**config.mk**
```make
export PLATFORM = sky130hd
export DESIGN_NAME = act_buffer_reader_flat
export DESIGN_NICKNAME = d
export VERILOG_FILES = /design/src/rtl/act_buffer_reader_if.sv /design/src/rtl/act_buffer_reader.sv /design/src/flat_wrapper.sv
export SDC_FILE = /design/constraint.sdc
export NUM_CORES = 1
export LEC_CHECK = 0
export BUFFER_PORTS_ARGS = -buffer_cell sky130_fd_sc_hd__buf_2
export CORE_MARGIN = 2
export CORE_UTILIZATION = 50
export DETAILED_ROUTE_END_ITERATION = 8
export PLACE_DENSITY = 0.77
export SLEW_MARGIN = 0
export SYNTH_ARGS = -nofsm -noshare
export SYNTH_HDL_FRONTEND = slang
export SYNTH_SLANG_ARGS = --single-unit
export TNS_END_PERCENT = 100
```
**constraint.sdc**
```tcl
create_clock -name clk -period 47.4 [get_ports clk]
set_input_delay 9.48 -clock clk [delete_from_list [all_inputs] [get_ports clk]]
set_output_delay 9.48 -clock clk [all_outputs]
set_load 0.005 [all_outputs]
```
**src/rtl/act_buffer_reader_if.sv**
```systemverilog
// act_buffer_reader_if: control, activation-buffer port and consumer stream of act_buffer_reader
// ACT_READER_PERF_EN adds the stall/starve counter outputs
interface act_buffer_reader_if #(
    parameter int intInterfaceWidth = 256,
    parameter int addrWidth = 32
);
    logic start_i;
    logic [addrWidth-1:0] num_words_i;
    logic abort_i;
    logic [addrWidth-1:0] buf_level_i;
    logic buf_rd_en_o;
    logic [intInterfaceWidth-1:0] buf_rd_data_i;
    logic [intInterfaceWidth-1:0] stream_data_o;
    logic stream_valid_o;
    logic stream_ready_i;
    logic busy_o;
    logic done_o;
`ifdef ACT_READER_PERF_EN
    logic [31:0] perf_stall_cnt_o;
    logic [31:0] perf_starve_cnt_o;
    modport master(
        input start_i, num_words_i, abort_i, buf_level_i, buf_rd_data_i, stream_ready_i,
        output buf_rd_en_o, stream_data_o, stream_valid_o, busy_o, done_o, perf_stall_cnt_o, perf_starve_cnt_o
    );
    modport slave(
        output start_i, num_words_i, abort_i, buf_level_i, buf_rd_data_i, stream_ready_i,
        input buf_rd_en_o, stream_data_o, stream_valid_o, busy_o, done_o, perf_stall_cnt_o, perf_starve_cnt_o
    );
`else
    modport master(
        input start_i, num_words_i, abort_i, buf_level_i, buf_rd_data_i, stream_ready_i,
        output buf_rd_en_o, stream_data_o, stream_valid_o, busy_o, done_o
    );
    modport slave(
        output start_i, num_words_i, abort_i, buf_level_i, buf_rd_data_i, stream_ready_i,
        input buf_rd_en_o, stream_data_o, stream_valid_o, busy_o, done_o
    );
`endif
endinterface

```
**src/rtl/act_buffer_reader.sv**
```systemverilog
// act_buffer_reader: streams num_words activation-buffer words through a 2-entry output FIFO
// ACT_READER_PERF_EN adds saturating stall and starve cycle counters
module act_buffer_reader #(
    parameter int intInterfaceWidth = 256,
    parameter int addrWidth = 32
) (
    input logic clk,
    input logic nrst,
    act_buffer_reader_if.master bus
);
    typedef enum logic [1:0] {IDLE, READ, DRAIN, DONE} state_t;
    state_t state;
    logic [addrWidth-1:0] remaining;
    logic inflight;
    logic [1:0] count;
    logic rd_ptr;
    logic wr_ptr;
    logic [intInterfaceWidth-1:0] mem [2];
    logic pop;
    logic rd_en;
    always_comb begin
        pop = (count != 2'd0) && bus.stream_ready_i;
        // a read may only issue if its word is guaranteed a FIFO slot when it returns
        rd_en = (state == READ) && (remaining != '0) && (bus.buf_level_i > addrWidth'(inflight))
            && (3'(count) + 3'(inflight) < 3'd2 + 3'(pop));
    end
    assign bus.buf_rd_en_o = rd_en;
    assign bus.stream_valid_o = count != 2'd0;
    assign bus.stream_data_o = mem[rd_ptr];
    assign bus.busy_o = state != IDLE;
    assign bus.done_o = state == DONE;
    always_ff @(posedge clk) begin
        if (!nrst || bus.abort_i) begin
            state <= IDLE;
            remaining <= '0;
            inflight <= 1'b0;
            count <= 2'd0;
            rd_ptr <= 1'b0;
            wr_ptr <= 1'b0;
            if (!nrst) mem <= '{default: '0};
        end else begin
            inflight <= rd_en;
            if (inflight) begin
                mem[wr_ptr] <= bus.buf_rd_data_i;
                wr_ptr <= !wr_ptr;
            end
            if (pop) rd_ptr <= !rd_ptr;
            count <= count + 2'(inflight) - 2'(pop);
            if (rd_en) remaining <= remaining - addrWidth'(1);
            case (state)
                IDLE: if (bus.start_i) begin
                    remaining <= bus.num_words_i;
                    state <= (bus.num_words_i == '0) ? DONE : READ;
                end
                READ: if (rd_en && remaining == addrWidth'(1)) state <= DRAIN;
                // leave DRAIN on the edge that empties the FIFO so DONE follows the last word directly
                DRAIN: if (!inflight && count == {1'b0, pop}) state <= DONE;
                DONE: state <= IDLE;
            endcase
        end
    end
`ifdef ACT_READER_PERF_EN
    logic [31:0] stall_cnt;
    logic [31:0] starve_cnt;
    always_ff @(posedge clk) begin
        if (!nrst || (state == IDLE && bus.start_i && !bus.abort_i)) begin
            stall_cnt <= '0;
            starve_cnt <= '0;
        end else begin
            if (bus.stream_valid_o && !bus.stream_ready_i && stall_cnt != '1) stall_cnt <= stall_cnt + 32'd1;
            if (state == READ && bus.buf_level_i <= addrWidth'(inflight) && starve_cnt != '1)
                starve_cnt <= starve_cnt + 32'd1;
        end
    end
    assign bus.perf_stall_cnt_o = stall_cnt;
    assign bus.perf_starve_cnt_o = starve_cnt;
`endif
endmodule
```
**src/flat_wrapper.sv**
```systemverilog
// flat-port wrapper written by rule: the top's interface ports become plain ports
module act_buffer_reader_flat 
#(
    parameter int intInterfaceWidth = 256,
    parameter int addrWidth = 32
)
  (clk, nrst, bus_start_i, bus_num_words_i, bus_abort_i, bus_buf_level_i, bus_buf_rd_data_i, bus_stream_ready_i, bus_buf_rd_en_o, bus_stream_data_o, bus_stream_valid_o, bus_busy_o, bus_done_o);
  act_buffer_reader_if #(.intInterfaceWidth(intInterfaceWidth), .addrWidth(addrWidth)) bus_i ();
  input logic clk;
  input logic nrst;
  input wire logic [$bits(bus_i.start_i)-1:0] bus_start_i;
  input wire logic [$bits(bus_i.num_words_i)-1:0] bus_num_words_i;
  input wire logic [$bits(bus_i.abort_i)-1:0] bus_abort_i;
  input wire logic [$bits(bus_i.buf_level_i)-1:0] bus_buf_level_i;
  input wire logic [$bits(bus_i.buf_rd_data_i)-1:0] bus_buf_rd_data_i;
  input wire logic [$bits(bus_i.stream_ready_i)-1:0] bus_stream_ready_i;
  output wire logic [$bits(bus_i.buf_rd_en_o)-1:0] bus_buf_rd_en_o;
  output wire logic [$bits(bus_i.stream_data_o)-1:0] bus_stream_data_o;
  output wire logic [$bits(bus_i.stream_valid_o)-1:0] bus_stream_valid_o;
  output wire logic [$bits(bus_i.busy_o)-1:0] bus_busy_o;
  output wire logic [$bits(bus_i.done_o)-1:0] bus_done_o;
  assign bus_i.start_i = bus_start_i;
  assign bus_i.num_words_i = bus_num_words_i;
  assign bus_i.abort_i = bus_abort_i;
  assign bus_i.buf_level_i = bus_buf_level_i;
  assign bus_i.buf_rd_data_i = bus_buf_rd_data_i;
  assign bus_i.stream_ready_i = bus_stream_ready_i;
  assign bus_buf_rd_en_o = bus_i.buf_rd_en_o;
  assign bus_stream_data_o = bus_i.stream_data_o;
  assign bus_stream_valid_o = bus_i.stream_valid_o;
  assign bus_busy_o = bus_i.busy_o;
  assign bus_done_o = bus_i.done_o;
  act_buffer_reader #(.intInterfaceWidth(intInterfaceWidth), .addrWidth(addrWidth)) u_core (.clk(clk), .nrst(nrst), .bus(bus_i));
endmodule
```
Word-level counts from Yosys, hierarchy flattened
Index checks and enable logic that the tools add are counted.
Operators by class
  eq/ne operators: 9
  magnitude comparators: 5
  add/subtract/negate cells: 5
  $mul: 0
  reduce and logical (&&, ||, !) cells: 20
  bitwise operators: 2
  div/mod/pow operators: 0
  shift operators: 0
  multiplexer cells: 17
Operator list (count)
  $mux W512: 3
  $mux W256: 4
  $bwmux W512: 1
  $demux W256 S1: 1
  $mux W32: 3
  $eq A32 B1 Y1 const B: 1
  $gt A32 B1 Y1: 1
  $logic_not A32 Y1: 1
  $reduce_bool A32 Y1: 1
  $sub A32 B1 Y32 const B: 1
  $mux W2: 4
  $pmux W2 S4: 1
  $logic_and A1 B1 Y1: 7
  $ne A2 B2 Y1 const B: 3
  $reduce_bool A2 Y1: 3
  $eq A2 B2 Y1 const B: 2
  $ge A2 B2 Y1 const B: 2
  $logic_not A1 Y1: 4
  $not A1 Y2: 2
  $add A2 B1 Y3: 1
  $add A2 B1 Y3 const A: 1
  $lt A3 B3 Y1: 1
  $reduce_and A3 Y1: 1
  $add A2 B1 Y2: 1
  other kinds (8): 8
Word-level totals
  memories kept: 0
  latch bits: 0
  output and inout bits: 260
  logic and storage cells: 66
  bits in read-only memories: 0
  bits in writable memories: 0
  input port bits: 325
  register bits after elaboration: 551

Logic depth before layout (Yosys ltp)
  depth in word-level cells: 8
  gate-level depth with buffers: 9
  mapped depth without buffers: 8

Least setup slack after synthesis
Ideal clock, no wire load.
  path kind: input port to flip-flop
  start: in bus_abort_i
  end: reg u_core.mem[0] in the netlist's numbering, enable pin
  buffers on the path: 0
  path slack: 0.296 ns
  cell stages on the path: 1
  arrival: 45.008 ns
  path through: o21ai_0
Between the ends
  cells in the longest elaborated chain, start to end: 3
Ends and longest elaborated chain
  from (decl): RTL line flat_wrapper.sv:13  | input wire logic [$bits(bus_i.abort_i)-1:0] bus_abort_i;
  $logic_or A1 B1 Y1 (*): RTL line act_buffer_reader.sv:33  | if (!nrst || bus.abort_i) begin
  $ne A2 B2 Y1 (no line) or $reduce_bool A2 Y1 (tied branches)
  $reduce_and A2 Y1 (no line) (*)
  to (signal, indexed assignment): RTL line act_buffer_reader.sv:44  | mem[wr_ptr] <= bus.buf_rd_data_i;
  to (decl): RTL line act_buffer_reader.sv:18  | logic [intInterfaceWidth-1:0] mem [2];
Every way passes the cells marked *; elsewhere a longest branch is shown, timed or not.
A chain may end at the register's enable or synchronous reset.

Worst setup path in the final report
  start: in bus_buf_level_i[15]
  end: out bus_buf_rd_en_o
Between the ends
  cells in the longest elaborated chain, start to end: 3
Ends and longest elaborated chain
  from (decl): RTL line flat_wrapper.sv:14  | input wire logic [$bits(bus_i.buf_level_i)-1:0] bus_buf_level_i;
  $gt A32 B1 Y1: RTL line act_buffer_reader.sv:24  | rd_en = (state == READ) && (remaining != '0) && (bus.buf_level_i > addrWidth'(inflight))
  $logic_and A1 B1 Y1: RTL line act_buffer_reader.sv:24
  $logic_and A1 B1 Y1: RTL line act_buffer_reader.sv:25  | && (3'(count) + 3'(inflight) < 3'd2 + 3'(pop));
  to (decl): RTL line flat_wrapper.sv:17  | output wire logic [$bits(bus_i.buf_rd_en_o)-1:0] bus_buf_rd_en_o;
Every way passes these cells.

==> results_dict.tcl <==
set metrics [dict create \
    drt_pass1_iterations 5 \
    antenna_violating_nets_post_route 0 \
    placed_cells_incl_taps 3447 \
    cts_post_setup_buffers_inserted 0 \
    fmaxAchievable_mhz 48.8 \
    critPathKind "in -> out" \
    synth_fa_ha_area_frac 0.00575 \
    first_iter_violations 1329 \
    power.static_leakage_nw 12.3 \
    initial_utilization 0.504 \
    grt_setup_unrepaired "no" \
    skew_ps 30.0 \
    powerDensity_mw_per_mm2 36.2 \
    min_path_type "reg -> reg" \
    cts_h_tree_lvls 2 \
    kind_of_cell_adding_the_most_delay_to_the_critical_path "simple AND/OR/NAND/NOR gates" \
    core_mm2 0.0562 \
    synth_simple_gate_area_frac 0.0928 \
    num-nets-final 3091 \
    antenna_found_initial 26 \
    cts.clk_slew.worst_paths_ps 70 \
    die_width_um 242 \
    maxCapViolations 0 \
    cts_tree "done" \
    ir_drop_mv 0.0288 \
    max_slew.worst_pin.slew_ps 1140 \
    detailed_place_hpwl_um 46500 \
    grt_pass1_vias 20300 \
    worst-path-buf-inv 2 \
    cts_made_buffers 60 \
    yosys_warns 0 \
    post_synth_xor_xnor_area 0.00650 \
    fin_setup_tns_ps 0 \
    synthesized_netlist_net_count 2579 \
    vias 19800 \
    synth_top_area_frac 0.543 \
    grt_remaining_overflow 0 \
    area_growth_pct 19.2 \
    fp-row-count 87 \
    cts.sinks 551 \
    remaining_drc_errors 0 \
    synth.avg_cell_area_um2 12.6 \
    critical_path.cell_chain "buf_2 > nor4_1 > nand2_1 > nor4_1 > nor3_1 > buf_2" \
    slew_viols_final 0 \
    boundaryPins 585 \
    synth-edff-count 512 \
    run_status "completed" \
    grt_pass1_wl_um 108000 \
    final_cell_count_no_fill 3583 \
    setup_viol 0 \
    synth_most_common_cell "nor2_1" \
    port-buffer-count 584 \
    unique_cell_type_count_in_the_yosys_netlist 46 \
    synth_seq_area_share 0.571 \
    hold_buffers 0 \
    clock_insertion_delay_worst_skew_ps 620 \
    fill_cells 4504 \
    ctsRootBufferMaster "clkbuf_16" \
    routabilityCongestion 0.909 \
    dieArea_mm2 0.0585 \
    synth.area.top_cells "edfxtp_1, mux2i_1, mux2_2" \
    worstPathRequired_ps 37920 \
    cpPeakStageDelay_ps 500 \
    hold_slack_ps 505 \
    ys_dominant_reg_cell "edfxtp_1" \
    grt.total_usage 0.227 \
    post_synthesis_compound_gate_area_fraction 0.0185 \
    synth_seq_cells 551 \
    grt_start_max_net_pins 197 \
    worst_path_max_delay_cell "nor4_1" \
    synth_top_family_by_area "multiplexers" \
    critPathCaptureType "output port" \
    report.power.total_mw 1.22 \
    final_period_utilization 0.432 \
    report.final.hold_viol_count 0 \
    clock_path_buffers 3 \
    yosysTopAreaCell "edfxtp_1" \
    critical_path.startpoint_type "primary input" \
    worst_slew_margin_rel 0.239 \
    period_minus_slack_ps 20480 \
    yosys-mux-area-fraction 0.284 \
    worst-path-max-fanout 4 \
    netlist_top_cells_count "nor2_1, edfxtp_1, mux2i_1" \
    area_of_the_mapped_netlist_mm2 0.0283 \
    die_height_um 242 \
    drt-wirelength-per-cell_um 19.3 \
    drive_above_1_share 0.343 \
    vias_per_std_cell 5.51 \
    drt-total-wl_um 69300 \
    cts.repair.resized 0 \
    post_synth_inst_count 2241 \
    worst_ep_arrival_time_ps 11000 \
    postSynth.asyncResetShare 0 \
]
==> final timing paths <==
path                        start                    to  slack, ps  depth (start not counted)
max           bus_buf_level_i[15]       bus_buf_rd_en_o      26920                          6
min          u_core.remaining[25]  u_core.remaining[25]        510                          2
max reg2reg         u_core.wr_ptr       u_core.mem[109]      43030                          5
min reg2reg  u_core.remaining[25]  u_core.remaining[25]        510                          2
==> worst min-delay path: cells and delay by family (launching register included) <==
family / cells / cell delay [ps]
flip-flops: 1 / 330
AO/OA/AOI/OAI: 1 / 70
AND/OR/NAND/NOR: 1 / 60
==> through the flow <==
stage,setup WS [ps],area [µm²],utilization
after floorplan,296,28300,-
after global placement,27010,31800,0.566
after detailed placement,26940,31800,0.566
after CTS,26930,33700,0.600
after global routing,26720,33700,0.601
final,26920,33800,0.601
==> placed cells by master, fill, tap and decap left out, types with 3 or more instances in the layout <==
cell type / n
clkbuf_16: 62
buf_4: 20
a21oi_1: 24
nor4b_1: 3
clkinv_2: 14
xnor2_1: 12
mux2i_1: 512
o31ai_1: 6
edfxtp_1: 512
xor2_1: 9
ha_1: 13
nor4_1: 25
mux2_2: 258
nor3_1: 6
nor2_1: 524
diode_2: 23
bufinv_16: 4
a31oi_1: 13
or4_1: 6
nand3_1: 5
nor2b_1: 3
buf_2: 584
nor3b_1: 3
nand4_1: 9
inv_1: 10
dfxtp_1: 37
nand2_1: 14
or3_1: 9
clkbuf_1: 14
or3_2: 3
o21ai_0: 41
clkinv_1: 16
==> sequential cells by signal, summed over array words and instances (netlist names) <==
register,count
u_core.count,2
u_core.inflight,1
u_core.mem,512
u_core.rd_ptr,1
u_core.remaining,32
u_core.state,2
u_core.wr_ptr,1
==> layer usage <==
metal,global-route usage,vias to the layer above,wire (µm)
met3,0.0574,151,4870
met5,0,-,93
met2,0.386,573,34300
met4,0.0933,16,2430
li1,-,9300,-
met1,0.276,9719,27600
==> power breakdown <==
part,internal [mW],total [mW],switching [mW]
Combinational,0.0752,0.174,0.0989
Clock,0.261,0.452,0.191
Sequential,0.574,0.595,0.0211
Total,0.911,1.22,0.311
==> logic make-up (layout without fill, tap and decap cells) <==
group / Yosys count / count (layout)
muxes: 770 / 770
and+or+nand+nor: 627 / 627
DFF: 551 / 551
buffers and inverters: 166 / 729
AOI/OAI and AO/OA: 93 / 93
xor gates and xnor gates: 21 / 21
adders and majority gates: 13 / 13
other: 0 / 23
==> area by class of cell <==
type                       instances  area, µm²  share of cell area
tap                              756        946              0.0280
timing repair buffer             606       3110              0.0922
multi-input combinational       1524      11500               0.342
clock inverter                    36        274             0.00812
sequential                       551      16200               0.479
clock buffer                      77       1620              0.0479
inverter                          10       37.5             0.00111
antenna                           23       57.6             0.00171
Note: power is estimated with default switching activity, not from simulation.
